===== config.mk =====
export PLATFORM = sky130hd
export DESIGN_NAME = uart_clkgen
export DESIGN_NICKNAME = d
export VERILOG_FILES = /design/src/rtl/uart_clkgen_pkg.sv /design/src/rtl/uart_clkgen_ch.sv /design/src/rtl/uart_clkgen.sv
export SDC_FILE = /design/constraint.sdc
export NUM_CORES = 1
export LEC_CHECK = 0
export BUFFER_PORTS_ARGS = -buffer_cell sky130_fd_sc_hd__buf_2
export CAP_MARGIN = 40
export CORE_MARGIN = 4
export CORE_UTILIZATION = 30
export DETAILED_ROUTE_END_ITERATION = 10
export PLACE_DENSITY = 0.43
export SETUP_SLACK_MARGIN = 0.2
export SLEW_MARGIN = 40
export SYNTH_ARGS = -nofsm -noshare
export SYNTH_HDL_FRONTEND = slang
export SYNTH_SLANG_ARGS = --single-unit

===== constraint.sdc =====
create_clock -name inclk0 -period 2.4 [get_ports inclk0]
set_input_delay 0.48 -clock inclk0 [delete_from_list [all_inputs] [get_ports inclk0]]
set_output_delay 0.48 -clock inclk0 [all_outputs]
set_load 0.05 [all_outputs]

===== src/rtl/uart_clkgen_pkg.sv =====
// Shared constants, the pending-update record and the divider clamp for uart_clkgen.
package uart_clkgen_pkg;

    localparam int MIN_DIV            = 2;
    localparam int CLKGEN_DEFAULT_DIV = 434;   // 50 MHz / 115200
    localparam int CFG_CH_MAX_W       = 8;
    localparam int CFG_DIV_MAX_W      = 32;

    typedef logic [CFG_DIV_MAX_W-1:0] div_t;

    typedef struct packed {
        logic [CFG_CH_MAX_W-1:0] ch;
        div_t                    div;
    } cfg_t;

    // Divide ratios 0 and 1 cannot produce a tick/square-wave pair.
    function automatic div_t clamp_div(input div_t d);
        return (d < div_t'(MIN_DIV)) ? div_t'(MIN_DIV) : d;
    endfunction

endpackage


===== src/rtl/uart_clkgen_ch.sv =====
// One baud channel: counter, committed divider, registered tick and square-wave decode.
module uart_clkgen_ch #(
    parameter int DIV_W       = 16,
    parameter int DEFAULT_DIV = 434
) (
    input  logic             clk,
    input  logic             rst_n,
    input  logic             apply,
    input  logic [DIV_W-1:0] new_div,
    output logic             tick,
    output logic             clk_div,
    output logic             term
);
    import uart_clkgen_pkg::*;

    logic [DIV_W-1:0] cnt_q, cnt_d;
    logic [DIV_W-1:0] div_q, div_d;
    logic             tick_q, tick_d;

    assign term = (cnt_q == div_q - DIV_W'(1));

    // New divider only lands on a period boundary, so no period is cut short or stretched.
    always_comb begin
        cnt_d  = term ? '0 : cnt_q + DIV_W'(1);
        div_d  = (term && apply) ? new_div : div_q;
        tick_d = term;
    end

    always_ff @(posedge clk or negedge rst_n) begin
        if (!rst_n) begin
            cnt_q  <= '0;
            div_q  <= DIV_W'(DEFAULT_DIV);
            tick_q <= 1'b0;
        end else begin
            cnt_q  <= cnt_d;
            div_q  <= div_d;
            tick_q <= tick_d;
        end
    end

    assign tick    = tick_q;
    assign clk_div = (cnt_q < (div_q >> 1));

endmodule


===== src/rtl/uart_clkgen.sv =====
// Multi-channel baud tick generator with a single-slot runtime divider update port and lock flag.
module uart_clkgen #(
    parameter int NUM_CH      = 2,
    parameter int DIV_W       = 16,
    parameter int LOCK_CYCLES = 4,
    parameter int DEFAULT_DIV = uart_clkgen_pkg::CLKGEN_DEFAULT_DIV,
    localparam int CH_W       = (NUM_CH > 1) ? $clog2(NUM_CH) : 1
) (
    input  logic              inclk0,
    input  logic              areset_n,
    input  logic              cfg_valid,
    output logic              cfg_ready,
    input  logic [CH_W-1:0]   cfg_ch,
    input  logic [DIV_W-1:0]  cfg_div,
    output logic [NUM_CH-1:0] tick,
    output logic [NUM_CH-1:0] clk_div,
    output logic              locked
);
    import uart_clkgen_pkg::*;

    localparam int LCNT_W = $clog2(LOCK_CYCLES + 1);

    cfg_t              pend_q, pend_d;
    logic              pending_q, pending_d;
    logic [LCNT_W-1:0] lock_cnt_q, lock_cnt_d;
    logic              locked_q, locked_d;

    logic [NUM_CH-1:0] apply, term;
    logic              accept, ch_ok, take, applying;
    logic              unused_div_hi;

    assign cfg_ready = !pending_q;
    assign accept    = cfg_valid && cfg_ready;
    assign ch_ok     = (int'(cfg_ch) < NUM_CH);
    assign take      = accept && ch_ok;
    assign applying  = |(apply & term);

    // Bits of the record above DIV_W are always zero.
    assign unused_div_hi = |(pend_q.div >> DIV_W);

    always_comb begin
        pend_d     = pend_q;
        pending_d  = pending_q;
        lock_cnt_d = lock_cnt_q;
        if (take) begin
            pending_d  = 1'b1;
            pend_d.ch  = CFG_CH_MAX_W'(cfg_ch);
            pend_d.div = clamp_div(div_t'(cfg_div));
        end else if (applying) begin
            pending_d = 1'b0;
        end
        // Pending still set on the application edge, so counting restarts the edge after.
        if (take || pending_q)
            lock_cnt_d = '0;
        else if (lock_cnt_q != LCNT_W'(LOCK_CYCLES))
            lock_cnt_d = lock_cnt_q + LCNT_W'(1);
        locked_d = (lock_cnt_d == LCNT_W'(LOCK_CYCLES));
    end

    always_ff @(posedge inclk0 or negedge areset_n) begin
        if (!areset_n) begin
            pend_q     <= '0;
            pending_q  <= 1'b0;
            lock_cnt_q <= '0;
            locked_q   <= 1'b0;
        end else begin
            pend_q     <= pend_d;
            pending_q  <= pending_d;
            lock_cnt_q <= lock_cnt_d;
            locked_q   <= locked_d;
        end
    end

    assign locked = locked_q;

    for (genvar i = 0; i < NUM_CH; i++) begin : g_ch
        assign apply[i] = pending_q && (pend_q.ch == CFG_CH_MAX_W'(i));

        uart_clkgen_ch #(
            .DIV_W       (DIV_W),
            .DEFAULT_DIV (DEFAULT_DIV)
        ) u_ch (
            .clk     (inclk0),
            .rst_n   (areset_n),
            .apply   (apply[i]),
            .new_div (DIV_W'(pend_q.div)),
            .tick    (tick[i]),
            .clk_div (clk_div[i]),
            .term    (term[i])
        );
    end

endmodule

==> impl_results.md <==
- Clk sink count: 88
- Final WL: 14.73 mm
- Antenna violations before repair: 0
- Remaining global-route overflow: 0
- Yosys top cell area share: 0.3542
- Root Buffer: clkbuf_16
- Worst-path fanout max: 2
- I/O Buffers: 25
- Post-synth top flop: dfrtp_1
- Flop pwr share: 0.492
- CP required: 1.92 ns
- Fin. max-slew vios: 0
- GRT Total Usage: 0.1503
- Yosys warns: 0
- Comb pwr share: 0.030
- Sw Pwr: 0.0007489 W
- H-tree levels: 3
- Crit path launch type: register
- Crit path setup slack, layout: -0.4179 ns
- R2R setup slack: -0.36 ns
- Skew-Pair Late Insertion Delay: 0.36 ns
- First-pass GRT wire length: 24.09 mm
- Most common cell in the netlist: dfrtp_1
- TritonCTS clock tree: built
- Drt drc: 0
- Rows: 49
- Die W: 143.5 um
- Clk network pwr share: 0.478
- Max clock buf depth: 2
- Status: finished, violations left
- CORE AREA: 0.01802 mm^2
- P&R area growth vs syn: 40.60%
- Final setup fails: 69
- Largest net degree at the start of global routing: 37
- Leading area contributor after synthesis: dfrtp_1
- Die Footprint: 0.02060 mm^2
- Synth Net Count: 579
- Routed via count: 4,362
- Post-layout min period: 2.818 ns
- CP arrival: 2.34 ns
- Slew HR: 0.6576
- Initial core utilization: 0.3057
- I/O pin count: 26
- DR iter-0 viols: 172
- Finished Core Util: 0.4298
- Net Sw Frac: 0.2369
- Reg clk slew, reported paths: 0.07 ns
- Least-Margin Pin Slew: 0.5097 ns
- Count of cell types in the netlist: 58
- Final nets: 718
- Worst VDD drop: 0.3327 mV
- Max Clk Rate: 0.3549 GHz
- Setup crit end kind: primary output
- Asr flop ratio synth: 1.000
- Synth cell count leaders: 78 x dfrtp_1, 52 x nor2_1, 41 x xnor2_1
- Post-route antenna net violation count: 0
- Final RePlAce weighted congestion: 0.7932
- Mapped Avg Cell Area: 10.50 um^2
- Setup CP Type: register to primary output
- Final Hold Viols: 0
- Failing checks: negative setup slack
- Post-synthesis cell area: 0.005510 mm^2
- Hold crit path type: primary input to asynchronous set/reset pin
- Layout Cells excl Fill: 898
- DP Cell Count: 857
- Number of diodes: 0
- Post-CTS Hold Buffers: 0
- Die Span Y: 143.5 um
- Synth top area cells: dfrtp_1 35%, ha_1 7.7%, mux2_2 7.4%
- Placed wire-length estimate: 10.63 mm
- Seq/Total Area, Yosys: 0.4019
- Post-synth EDFFs: 0
- Post-Syn Instances: 525
- WL per Instance: 16.40 um
- P_leak: 3.510 nW
- Final Cycle Share: 1.174
- Number of global-route vias before repair: 4,612
- Cell-internal power: 0.002412 W
- Power density over cell area: 408.0 mW/mm^2
- Drt pass-1 iters: 4
- Skew final: 0.008087 ns
- CTS buffer count: 9
- Share of layout cells above drive strength 1: 0.4439
- Via-to-Cell Ratio: 4.857
- Synth Register Bits: 88
- RSZ-0062 raised after global routing: true
- Max-Cap Viols: 0
- Setup_tns: -14.74 ns
==> logic make-up after synthesis <==
family / synth area share
XOR/XNOR: 0.1081
adder cells (fa/ha/maj): 0.08084
buffers and inverters: 0.04223
AND/OR/NAND/NOR: 0.1683
flip-flops: 0.4019
multiplexers: 0.1083
AO/OA/AOI/OAI: 0.09037
==> cell usage in the layout, fill, tap and decap left out, drive strengths merged, types with 11 or more instances in the layout <==
cell type  Yosys  final
xnor2         41     41
mux2          45     45
nand4         12     12
nor4          12     12
ha            34     34
dfrtp         78     78
nor2          53     53
nand2         22     22
a21o          14     14
a21oi         11     11
nand3         17     17
xor2          27     27
nor3          12     12
inv           40     43
buf           10    141
==> layout make-up <==
class                           instances  area (um^2)
Sequential cell                        88         2218
Fill cell                            1743        10280
Tap cell                              229        286.5
Clock buffer                           10        239.0
Multi-Input combinational cell        384         3487
Clock inverter                          6        75.07
Timing Repair Buffer                  141         1289
Inverter                               40        152.6
==> power by group through the flow <==
| stage | clock (W) | sequential (W) | combinational, W |
|---|---|---|---|
| 2_1_floorplan | 0 | 0.00156 | 0.0000327 |
| 3_3_place_gp | 0 | 0.00158 | 0.0000955 |
| 4_1_cts | 0.00156 | 0.00156 | 0.0000987 |
| 3_5_place_dp | 0 | 0.00159 | 0.0000985 |
| 5_1_grt | 0.00162 | 0.00156 | 0.000108 |
| 6_report | 0.00151 | 0.00155 | 0.0000948 |
==> state kept, by name (all words and copies together), names as in the netlist <==
| name | flops |
|---|---|
| pend_q | 17 |
| locked | 1 |
| lock_cnt_q | 3 |
| g_ch.u_ch.tick | 2 |
| g_ch.u_ch.cnt_q | 32 |
| pending_q | 1 |
| g_ch.u_ch.div_q | 32 |
==> worst max-delay path, stage by stage, from the launching register on <==
cell and delay (ns):
dfrtp_2 0.41, inv_2 0.08, ha_4 0.19, a21o_1 0.17
a21o_1 0.15, a21o_1 0.16, a21o_1 0.18, a2111oi_4 0.29
o31a_1 0.19, buf_6 0.17
==> through the flow <==
step                setup slack, ns  cell area, um^2  hold WS (ns)  power, W
floorplan                   -0.1538             5595        0.1844  0.001594
global placement            -0.2902             6643        0.4714  0.001680
detailed placement          -0.3009             6643        0.4845  0.001684
CTS                         -0.4602             7452       0.09896  0.003217
global route                -0.5266             7747        0.1184  0.003291
finish                      -0.4179             7747       0.09053  0.003161
==> final timing paths <==
| kind | start | to | cells past startpoint |
|---|---|---|---|
| min in group inclk0 | cfg_valid | lock_cnt_q[0] | 2 |
| min reg2reg | lock_cnt_q[2] | lock_cnt_q[2] | 1 |
| max reg2reg | g_ch[1].u_ch.div_q[1] | g_ch[1].u_ch.div_q[15] | 13 |
| max in group asynchronous | areset_n | g_ch[0].u_ch.div_q[4] | 2 |
| min | areset_n | g_ch[1].u_ch.cnt_q[13] | 1 |
| max | g_ch[1].u_ch.div_q[2] | clk_div[1] | 9 |
==> layer usage <==
layer  wire [um]  global-route usage
met3         337             0.02995
met1        6558              0.1875
met2        7636              0.2616
met5           0                   0
met4         199             0.04757
==> timing repair <==
item / 4_1_cts / 5_1_grt
gates resized for setup: 61 / 55
endpoints found under the setup margin: 69 / 69
gates cloned: 5 / 1
pin swaps: 24 / 20
buffers inserted: 13 / 6
(Power assumes the default switching activity.)
